==> config.mk <==
export PLATFORM = sky130hd
export DESIGN_NAME = compute_dispatch_flat
export DESIGN_NICKNAME = d
export VERILOG_FILES = /design/src/rtl/compute_dispatch_if.sv /design/src/rtl/compute_dispatch.sv /design/src/flat_wrapper.sv
export SDC_FILE = /design/constraint.sdc
export NUM_CORES = 1
export LEC_CHECK = 0
export ABC_AREA = 1
export CAP_MARGIN = 20
export CORE_MARGIN = 4
export CORE_UTILIZATION = 68
export DETAILED_ROUTE_END_ITERATION = 16
export DONT_BUFFER_PORTS = 1
export HOLD_SLACK_MARGIN = 0.15
export PLACE_DENSITY = 0.84
export SLEW_MARGIN = 20
export SYNTH_ARGS = -nofsm -noshare
export SYNTH_HDL_FRONTEND = slang
export SYNTH_SLANG_ARGS = --single-unit
==> constraint.sdc <==
create_clock -name clk -period 2.35 [get_ports clk]
set_input_delay 0.705 -clock clk [delete_from_list [all_inputs] [get_ports clk]]
set_output_delay 0.705 -clock clk [all_outputs]
set_load 0.02 [all_outputs]
==> src/rtl/compute_dispatch_if.sv <==
// rtl/compute_dispatch_if.sv - launch/complete handshake and result bundle for compute_dispatch
interface compute_dispatch_if #(
  parameter int DW   = 8,
  parameter int NENG = 3
);
  logic                   start;
  logic [2:0]             mode;
  logic                   send_req;
  logic                   send_ack;
  logic [NENG-1:0]        eng_start;
  logic [NENG-1:0]        eng_done;
  logic [NENG*4*DW-1:0]   eng_c;
  logic [DW-1:0]          c11;
  logic [DW-1:0]          c12;
  logic [DW-1:0]          c21;
  logic [DW-1:0]          c22;
  logic                   done;
  logic                   busy;
  logic                   err;

  modport slave (
    input  start, mode, send_req, eng_done, eng_c,
    output send_ack, eng_start, c11, c12, c21, c22, done, busy, err
  );

  modport master (
    output start, mode, send_req, eng_done, eng_c,
    input  send_ack, eng_start, c11, c12, c21, c22, done, busy, err
  );
endinterface

==> src/rtl/compute_dispatch.sv <==
// rtl/compute_dispatch.sv - launches one of NENG engines and captures its 2x2 result
// Optional run timeout is built only when COMPUTE_DISPATCH_TIMEOUT_EN is defined.
module compute_dispatch #(
  parameter int DW     = 8,
  parameter int NENG   = 3,
  parameter int TO_CYC = 64
) (
  input  logic                 clk,
  input  logic                 rst,
  compute_dispatch_if.slave    bus
);

  if (NENG < 2 || NENG > 8 || TO_CYC < 2 || TO_CYC > 65535 || DW < 1) begin : g_param_check
    $error("compute_dispatch: parameter out of range");
  end

  typedef enum logic {IDLE, RUN} state_t;

  state_t            state_q;
  logic [2:0]        mode_q;
  logic [NENG-1:0]   eng_start_q;
  logic [DW-1:0]     c11_q, c12_q, c21_q, c22_q;
  logic              done_q;
  logic              err_q;
  logic              send_ack_q;

  logic              mode_legal;
  logic [NENG-1:0]   launch_onehot;
  logic              sel_done;
  logic [4*DW-1:0]   sel_c;
  logic              timeout;

  assign mode_legal = ({1'b0, bus.mode} < 4'(NENG));

  // Mux by comparison rather than indexing so a 3-bit mode never reaches past NENG.
  always_comb begin
    launch_onehot = '0;
    sel_done      = 1'b0;
    sel_c         = '0;
    for (int k = 0; k < NENG; k++) begin
      if (bus.mode == 3'(k)) launch_onehot[k] = 1'b1;
      if (mode_q == 3'(k)) begin
        sel_done = bus.eng_done[k];
        sel_c    = bus.eng_c[k*4*DW +: 4*DW];
      end
    end
  end

`ifdef COMPUTE_DISPATCH_TIMEOUT_EN
  localparam int TW = $clog2(TO_CYC + 1);
  logic [TW-1:0] timer_q;

  always_ff @(posedge clk or posedge rst) begin
    if (rst)                  timer_q <= '0;
    else if (state_q == IDLE) timer_q <= '0;
    else                      timer_q <= timer_q + 1'b1;
  end

  assign timeout = (timer_q == TW'(TO_CYC - 1));
`else
  assign timeout = 1'b0;
`endif

  always_ff @(posedge clk or posedge rst) begin
    if (rst) begin
      state_q     <= IDLE;
      mode_q      <= '0;
      eng_start_q <= '0;
      c11_q       <= '0;
      c12_q       <= '0;
      c21_q       <= '0;
      c22_q       <= '0;
      done_q      <= 1'b0;
      err_q       <= 1'b0;
    end else begin
      eng_start_q <= '0;
      done_q      <= 1'b0;
      err_q       <= 1'b0;
      case (state_q)
        IDLE: begin
          if (bus.start) begin
            if (mode_legal) begin
              mode_q      <= bus.mode;
              eng_start_q <= launch_onehot;
              state_q     <= RUN;
            end else begin
              err_q <= 1'b1;
            end
          end
        end
        RUN: begin
          // Completion takes priority over a coincident timeout.
          if (sel_done) begin
            {c11_q, c12_q, c21_q, c22_q} <= sel_c;
            done_q  <= 1'b1;
            state_q <= IDLE;
          end else if (timeout) begin
            err_q   <= 1'b1;
            state_q <= IDLE;
          end
        end
        default: state_q <= IDLE;
      endcase
    end
  end

  always_ff @(posedge clk or posedge rst) begin
    if (rst) send_ack_q <= 1'b0;
    else     send_ack_q <= bus.send_req;
  end

  assign bus.eng_start = eng_start_q;
  assign bus.c11       = c11_q;
  assign bus.c12       = c12_q;
  assign bus.c21       = c21_q;
  assign bus.c22       = c22_q;
  assign bus.done      = done_q;
  assign bus.busy      = (state_q == RUN);
  assign bus.err       = err_q;
  assign bus.send_ack  = send_ack_q;

endmodule
==> src/flat_wrapper.sv <==
// flat-port wrapper written by rule: the top's interface ports become plain ports
module compute_dispatch_flat 
#(
  parameter int DW     = 8,
  parameter int NENG   = 3,
  parameter int TO_CYC = 64
)
  (clk, rst, bus_start, bus_mode, bus_send_req, bus_eng_done, bus_eng_c, bus_send_ack, bus_eng_start, bus_c11, bus_c12, bus_c21, bus_c22, bus_done, bus_busy, bus_err);
  compute_dispatch_if #(.DW(DW), .NENG(NENG)) bus_i ();
  input  logic clk;
  input  logic rst;
  input wire logic [$bits(bus_i.start)-1:0] bus_start;
  input wire logic [$bits(bus_i.mode)-1:0] bus_mode;
  input wire logic [$bits(bus_i.send_req)-1:0] bus_send_req;
  input wire logic [$bits(bus_i.eng_done)-1:0] bus_eng_done;
  input wire logic [$bits(bus_i.eng_c)-1:0] bus_eng_c;
  output wire logic [$bits(bus_i.send_ack)-1:0] bus_send_ack;
  output wire logic [$bits(bus_i.eng_start)-1:0] bus_eng_start;
  output wire logic [$bits(bus_i.c11)-1:0] bus_c11;
  output wire logic [$bits(bus_i.c12)-1:0] bus_c12;
  output wire logic [$bits(bus_i.c21)-1:0] bus_c21;
  output wire logic [$bits(bus_i.c22)-1:0] bus_c22;
  output wire logic [$bits(bus_i.done)-1:0] bus_done;
  output wire logic [$bits(bus_i.busy)-1:0] bus_busy;
  output wire logic [$bits(bus_i.err)-1:0] bus_err;
  assign bus_i.start = bus_start;
  assign bus_i.mode = bus_mode;
  assign bus_i.send_req = bus_send_req;
  assign bus_i.eng_done = bus_eng_done;
  assign bus_i.eng_c = bus_eng_c;
  assign bus_send_ack = bus_i.send_ack;
  assign bus_eng_start = bus_i.eng_start;
  assign bus_c11 = bus_i.c11;
  assign bus_c12 = bus_i.c12;
  assign bus_c21 = bus_i.c21;
  assign bus_c22 = bus_i.c22;
  assign bus_done = bus_i.done;
  assign bus_busy = bus_i.busy;
  assign bus_err = bus_i.err;
  compute_dispatch #(.DW(DW), .NENG(NENG), .TO_CYC(TO_CYC)) u_core (.clk(clk), .rst(rst), .bus(bus_i));
endmodule
* Yosys cells after proc, flatten, opt, wreduce, memory -nomap -nowiden
Index checks and enable logic that the tools add are counted. W data, S select, Z words.
Word-level totals: register bits 42, bits in latches 0, memory bits (writable) 0, memory bits (read-only) 0, input port bits 106, output and inout port bits 39, word-level logic and storage cells 41, memories 0
Cells by class: $add $sub $neg 0, multiply operators 0, divide/modulo/power cells 0, magnitude comparators 1, equal/unequal tests 4, shifts and indexed selects 0, multiplexer cells 21, bitwise gates (word level) 1, reductions and logical operators 4
Operator list (count):
- $mux W32 | 3
- $mux W1 | 13
- $mux W3 | 3
- $eq A3 B1 Y1 const B | 2
- $eq A3 B2 Y1 const B | 2
- $logic_not A3 Y1 | 2
- $pmux W1 S2 | 2
- $lt A3 B2 Y1 const B | 1
- $reduce_and A3 Y1 | 1
- $reduce_and A2 Y1 | 1
- $not A1 Y1 | 1

* Depth between registers and ports, before layout
Gate-level depths: netlist of the first run.
depth in word-level cells 6, depth in mapped cells 9

* Least setup slack after synthesis of the first run
Ideal clock, no wire load.
path kind input to register, start input port bus_eng_done[2], end register u_core.c12_q[4], in the netlist u_core.bus.c12[4], library setup time 0.119 ns, arrival 1.352 ns, path slack 0.879 ns, cell stages on the path 5, buffers on the path 2, cell sequence or2_1 buf_2 buf_2 nand4_1 nand2_1
Between the ends: cells in the longest elaborated chain, start to end 2
Ends and longest elaborated chain:
- from (decl) | line flat_wrapper.sv:15 | input wire logic [$bits(bus_i.eng_done)-1:0] bus_eng_done;
- $mux W1 | line compute_dispatch.sv:42 | if (mode_q == 3'(k)) begin
- $reduce_and A2 Y1 (no line)
- to (signal assigned) | line compute_dispatch.sv:94 | {c11_q, c12_q, c21_q, c22_q} <= sel_c;
- to (decl) | line compute_dispatch.sv:22 | logic [DW-1:0] c11_q, c12_q, c21_q, c22_q;
No other way between the ends. A chain may end at the register's enable or synchronous reset.

* Worst setup path in the final report of the first run
start register u_core.mode_q[1], end register u_core.c11_q[6], in the netlist u_core.bus.c11[6]
Between the ends: cells in the longest elaborated chain, start to end 5
Ends and longest elaborated chain:
- from (decl) | line compute_dispatch.sv:20 | logic [2:0] mode_q;
- from (signal assigned) | line compute_dispatch.sv:83 | mode_q <= bus.mode;
- $logic_not A3 Y1 | line compute_dispatch.sv:42
- $mux W1 (3 in series) | line compute_dispatch.sv:42
- $reduce_and A2 Y1 (no line)
- to (signal assigned) | line compute_dispatch.sv:94
- to (decl) | line compute_dispatch.sv:22
Parallel ways exist; a longest one is shown, timed or not.

==> results of run 1 <==
[routing by layer]
metal	vias to the layer above	global-route usage
met2	140	0.462
met1	1153	0.373
li1	1162	-
met5	-	0
met3	9	0.113
met4	0	0.0824
[power by group through the flow]
stage | registers, uW | logic, uW | clock network (uW)
finish | 1530 | 1640 | 484
global route | 1560 | 1880 | 530
CTS | 1530 | 1640 | 484
detailed placement | 1540 | 1630 | 0
global placement | 1540 | 1570 | 0
floorplan | 1420 | 1470 | 0
[cell usage in the layout, fill, tap and decap left out]
cell type | netlist | routed
nand2_1 | 69 | 69
nand4_1 | 64 | 64
diode_2 | 0 | 1
a21oi_1 | 1 | 1
o21ai_0 | 1 | 1
clkbuf_8 | 0 | 6
inv_2 | 2 | 2
or2_1 | 1 | 1
o21bai_1 | 1 | 1
dfrtp_1 | 42 | 42
nor2_1 | 5 | 4
clkinv_2 | 0 | 1
clkinvlp_4 | 0 | 1
nor2_4 | 0 | 1
nor3_1 | 1 | 1
nand3_4 | 1 | 1
clkinv_1 | 0 | 1
inv_1 | 6 | 5
nand3_2 | 2 | 2
nand3_1 | 99 | 99
buf_4 | 6 | 13
[metrics by stage]
step	hold slack (ns)	worst slack (ns)	power (uW)	util
6_report	0.410	0.457	3650	0.744
5_1_grt	0.410	0.267	3970	0.744
2_1_floorplan	0.584	0.671	2900	-
3_5_place_dp	0.619	0.495	3170	0.716
3_3_place_gp	0.615	0.560	3110	0.716
4_1_cts	0.427	0.486	3650	0.744
[worst register-to-register path, stage by stage, from the launching register on]
cell and delay (ns):
dfrtp_1 0.59, nor2_4 0.20, nand3_1 0.10, nand3_2 0.27, nand3_4 0.37, nand2_1 0.19
nand2_1 0.07
[state kept, by name, indices dropped and copies added (netlist names)]
name / cells
u_core.bus.c11: 8
u_core.bus.c12: 8
u_core.bus.c21: 8
u_core.bus.c22: 8
u_core.bus.eng_start: 3
u_core.mode_q: 3
u_core.bus.busy: 1
u_core.bus.done: 1
u_core.bus.err: 1
u_core.bus.send_ack: 1
[worst min-delay path by stage]
stage | from | endpoint | slack, ns
global route | bus_send_req | u_core.bus.send_ack$_DFF_PP0_ | 0.41
detailed placement | u_core.bus.c21[0]$_DFFE_PP0P_ | u_core.bus.c21[0]$_DFFE_PP0P_ | 0.62
floorplan | u_core.bus.c11[0]$_DFFE_PP0P_ | u_core.bus.c11[0]$_DFFE_PP0P_ | 0.58
global placement | u_core.bus.c22[5]$_DFFE_PP0P_ | u_core.bus.c22[5]$_DFFE_PP0P_ | 0.62
CTS | rst | u_core.bus.c21[0]$_DFFE_PP0P_ | 0.43
finish | rst | u_core.bus.c21[6]$_DFFE_PP0P_ | 0.41
[cell families (layout without fill, tap and decap cells)]
| logic type | Yosys count | after routing | synth area share |
|---|---|---|---|
| simple gates | 242 | 242 | 0.482 |
| buf+inv | 47 | 29 | 0.0976 |
| flops | 42 | 42 | 0.414 |
| other cells | 0 | 1 | 0 |
| compound gates | 3 | 3 | 0.00690 |
[layout make-up]
class | instances | area, um^2
multi-input combinational | 245 | 1250
sequential | 42 | 1050
fill | 267 | 887
timing repair buffer | 13 | 97.6
clock buffer | 6 | 82.6
tap | 46 | 57.6
inverter | 8 | 30.0
clock inverter | 2 | 12.5
antenna | 1 | 2.50
==> results.yml, run 1 <==
outcome:
  status: "finished, final reports clean"
global_routing:
  grt_pass1_vias: 2296
  grt_overflow_total: 0
  grt_antenna_before_repair: 1
  grt_use_total: 0.292
  grt_start_max_net_pins: 43
  grt_pass1_wl_um: 11400
pwr:
  p_per_area_nw_per_um2: 1420
  p_sw_uw: 1900
  peakVddDrop_mv: 0.758
  p_leak_uw: 0.00127
  netSwitchingFraction: 0.520
  seqPwrFrac: 0.418
  internal_power_uw: 1750
  clockPowerShare: 0.133
  p_comb_frac: 0.450
timing:
  maxSlewViolCount: 0
  tightestPinTransition_ns: 0.554
  min_period_ns: 1.89
  max_slew_margin: 0.631
  period_share: 0.806
  rsz0062_at_grt: "no"
  skew_ns: 0.00715
  tns_ns: 0
  hold_viol_final: 0
  fmax_mhz: 528
  setup_viol: 0
setup_path:
  slowest_stage: "dfrtp_1"
  cp_max_fo: 33
  worst-path-buf-inv: 0
  critical-path-top-delay-family: "simple AND/OR/NAND/NOR gates"
  critical_path.startpoint: "u_core.mode_q[1]$_DFFE_PP0P_"
  cp.arrival_ns: 2.07
  max_stage_delay_ns: 0.59
  r2r_cells: 6
  startpoint_type: "flip-flop"
  critPathRequiredTime_ns: 2.53
  reg2reg_to: "u_core.bus.c11[6]$_DFFE_PP0P_"
  path_cells: "nor2_4 > nand3_1 > nand3_2 > nand3_4 > nand2_1 > nand2_1"
  crit_end: "u_core.bus.c11[6]$_DFFE_PP0P_"
  criticalPathCategory: "reg -> reg"
  crit_top_cell: "nand2_1"
  r2r_start: "u_core.mode_q[1]$_DFFE_PP0P_"
  r2r_slack_ns: 0.46
  cp.depth: 6
  cp-end-kind: "flip-flop"
clocking:
  clockRootBuffer: "clkbuf_8"
  cts_max_path_buffers: 2
  clkLatencyLatePin_ns: 0.30
  htree_levels: 2
  cts_setup_buffers: 0
  cts_sinks: 42
  cts_tree: "done"
  path_clk_slew_ns: 0.08
  cts_resized: 0
  numCtsBuffers: 5
  postCtsHoldBufs: 0
cells_and_area:
  final_cell_area_um2: 2580
  syn_to_final_growth_pct: 1.68
  layoutNonFillerInstCount: 363
  finalNetCount: 421
  drive_gt1_frac: 0.0854
logic_synthesis:
  postSynthAreaPerCell_um2: 7.60
  synth_edf_count: 0
  synthFlopType: "dfrtp_1"
  yosys_warnings: 0
  synth_common_cells: "nand3_1 (99), nand2_1 (69), nand4_1 (64)"
  synthArstFlopShare: 1.00
  synth-seq-cells: 42
  yosys-top-cells-area: "dfrtp_1 (41%), nand3_1 (20%), nand4_1 (16%)"
  synthesis.nets: 440
  yosysMostFrequentCell: "nand3_1"
  ys_types: 19
  syn-instance-count: 334
  synth_top_area_frac: 0.414
  synthesis.area_um2: 2540
  yosysSeqAreaShare: 0.414
  synth_top_cell_by_area: "dfrtp_1"
die:
  initial_core_util: 0.732
  dieArea_um2: 4770
  die_h_um: 69.1
  die_w_um: 69.1
  design.core.area_um2: 3470
  rows: 21
  pin_count: 145
drt:
  routed_via_density: 6.79
  drt_pass1_iterations: 5
  drc: 0
  antenna_left: 0
  met3WireLength_um: 699
  wl_per_cell_um: 18.7
  wl_met1_um: 2680
  drt_iter0_drc: 227
  wl_met2_um: 3350
  highest_layer: "met4"
  dr_total_vias: 2464
  wl_um: 6810
worst_hold_path:
  hold_path.class: "in -> async"
placed_design:
  hpwl_um: 4750
  portBuffers: 0
  dpl_cell_area_um2: 2480
  place_congestion: 0.810
  placed_cells: 354
job:
  max-cap-violations: 0
(Power assumes the default switching activity.)
==> inputs of run 2 (changes only) <==
--- a/config.mk
+++ b/config.mk
@@ -8,11 +8,11 @@
 export ABC_AREA = 1
 export CAP_MARGIN = 20
 export CORE_MARGIN = 4
-export CORE_UTILIZATION = 68
+export CORE_UTILIZATION = 63
 export DETAILED_ROUTE_END_ITERATION = 16
 export DONT_BUFFER_PORTS = 1
 export HOLD_SLACK_MARGIN = 0.15
-export PLACE_DENSITY = 0.84
+export PLACE_DENSITY = 0.79
 export SLEW_MARGIN = 20
 export SYNTH_ARGS = -nofsm -noshare
 export SYNTH_HDL_FRONTEND = slang
==> constraint.sdc (replaced) <==
create_clock -name clk -period 1.9 [get_ports clk]
set_input_delay 0.57 -clock clk [delete_from_list [all_inputs] [get_ports clk]]
set_output_delay 0.57 -clock clk [all_outputs]
set_load 0.02 [all_outputs]
==> results.yml, run 2 (same netlist as run 1, synthesis figures left out) <==
timing:
  hold_slack_ns: 0.193
  setup_viol: 0
  period_share: 0.879
  hold_viol_final: 0
  timing.final.ws_setup_ns: 0.231
  skew_ns: 0.00429
  rsz0062_at_grt: "no"
  tns_ns: 0
  max_slew_margin: 0.516
  maxSlewViolCount: 0
  fmax_mhz: 599
  min_period_ns: 1.67
  tightestPinTransition_ns: 0.722
cells_and_area:
  diodes: 0
  syn_to_final_growth_pct: 2.32
  multi_input_comb_area_um2: 1250
  layout_commonest_cell: "nand3_1"
  num-fill-cells: 320
  register_area_um2: 1050
  drive_gt1_frac: 0.0854
  finalNetCount: 422
  mostFrequentLayoutCells: "nand3_1 (99), nand2_1 (69), nand4_1 (64)"
setup_path:
  crit_top_cell: "nand2_1"
  r2r_start: "u_core.mode_q[0]$_DFFE_PP0P_"
  cp.depth: 6
  cp_max_fo: 33
  max_stage_delay_ns: 0.36
  cp-end-kind: "flip-flop"
  worst-path-buf-inv: 1
  cp.arrival_ns: 1.85
  path_cells: "buf_4 > nand3_1 > nand3_2 > nand3_4 > nand2_1 > nand2_1"
  startpoint_type: "flip-flop"
  critPathRequiredTime_ns: 2.08
  reg2reg_to: "u_core.bus.c11[3]$_DFFE_PP0P_"
  criticalPathCategory: "reg -> reg"
  r2r_cells: 6
  critical-path-top-delay-family: "simple AND/OR/NAND/NOR gates"
  slowest_stage: "dfrtp_1"
  r2r_slack_ns: 0.23
worst_hold_path:
  hold_path.class: "in -> async"
drt:
  drt_pass1_iterations: 4
  wl_per_cell_um: 18.5
  wl_um: 6740
  drt_iter0_drc: 177
  antenna_left: 0
  drc: 0
  dr_total_vias: 2429
  routed_via_density: 6.67
clocking:
  cts_resized: 0
  cts_tree: "done"
  cts_max_path_buffers: 2
  cts_sinks: 42
  path_clk_slew_ns: 0.08
  numCtsBuffers: 5
  postCtsHoldBufs: 0
  htree_levels: 2
  clockRootBuffer: "clkbuf_8"
  cts_setup_buffers: 0
  clkLatencyLatePin_ns: 0.29
die:
  dieArea_um2: 5110
  design.core.area_um2: 3770
  pin_count: 145
  rows: 22
  die_h_um: 71.5
  initial_core_util: 0.673
  die_w_um: 71.5
pwr:
  p_per_area_nw_per_um2: 1730
  peakVddDrop_mv: 0.890
  p_leak_uw: 0.00128
  power_uw: 4500
global_routing:
  grt_overflow_total: 0
  grt_start_max_net_pins: 56
  grt_pass1_wl_um: 10800
  grt_antenna_before_repair: 0
  grt_use_total: 0.267
  grt_pass1_vias: 2276
outcome:
  status: "finished, final reports clean"
placed_design:
  pre_cts_ws_ns: 0.249
  portBuffers: 0
  hpwl_um: 4930
  place_congestion: 0.821
job:
  max-cap-violations: 0
## run 2: changes by cell type in the layout (fill, tap and decap cells not counted), sizes merged
cell	delta
clkinv	+1
clkinvlp	-1
buf	+1
clkbuf	-1
diode	-1
## run 2: how the worst max path moves through the flow
stage / from / to / slack [ns]
floorplan: rst / u_core.bus.busy$_DFF_PP0_ / 0.36
global placement: u_core.mode_q[0]$_DFFE_PP0P_ / u_core.bus.c11[0]$_DFFE_PP0P_ / 0.33
detailed placement: u_core.mode_q[0]$_DFFE_PP0P_ / u_core.bus.c11[3]$_DFFE_PP0P_ / 0.25
CTS: u_core.mode_q[0]$_DFFE_PP0P_ / u_core.bus.c11[3]$_DFFE_PP0P_ / 0.24
global route: u_core.mode_q[0]$_DFFE_PP0P_ / u_core.bus.c11[5]$_DFFE_PP0P_ / 0.08
finish: u_core.mode_q[0]$_DFFE_PP0P_ / u_core.bus.c11[3]$_DFFE_PP0P_ / 0.23
## run 2: power by group
group | internal [uW] | switching, uW | total (uW)
combinational | 705 | 1400 | 2100
clock | 247 | 284 | 531
sequential | 1220 | 641 | 1860
## run 2: per-stage QoR
step / area, um^2 / std cells / util
2_1_floorplan: 2540 / 334 / -
3_3_place_gp: 2520 / 357 / 0.668
3_5_place_dp: 2520 / 357 / 0.668
4_1_cts: 2600 / 364 / 0.689
5_1_grt: 2600 / 364 / 0.689
6_report: 2600 / 364 / 0.689
## run 2: area by class of cell
cell class,count,area share
Tap cell,48,0.0231
Timing Repair Buffer,14,0.0501
Clock inverter,2,0.00385
Sequential cell,42,0.405
Multi-Input combinational cell,245,0.480
Inverter,8,0.0116
Clock buffer,5,0.0265
## run 2: metal layers
metal  track usage  up-vias  share of wire
li1              -     1155              -
met1         0.325     1147           0.38
met2         0.455      118           0.51
met3        0.0673        9          0.097
met4        0.0981        0          0.015
met5             0        -              0
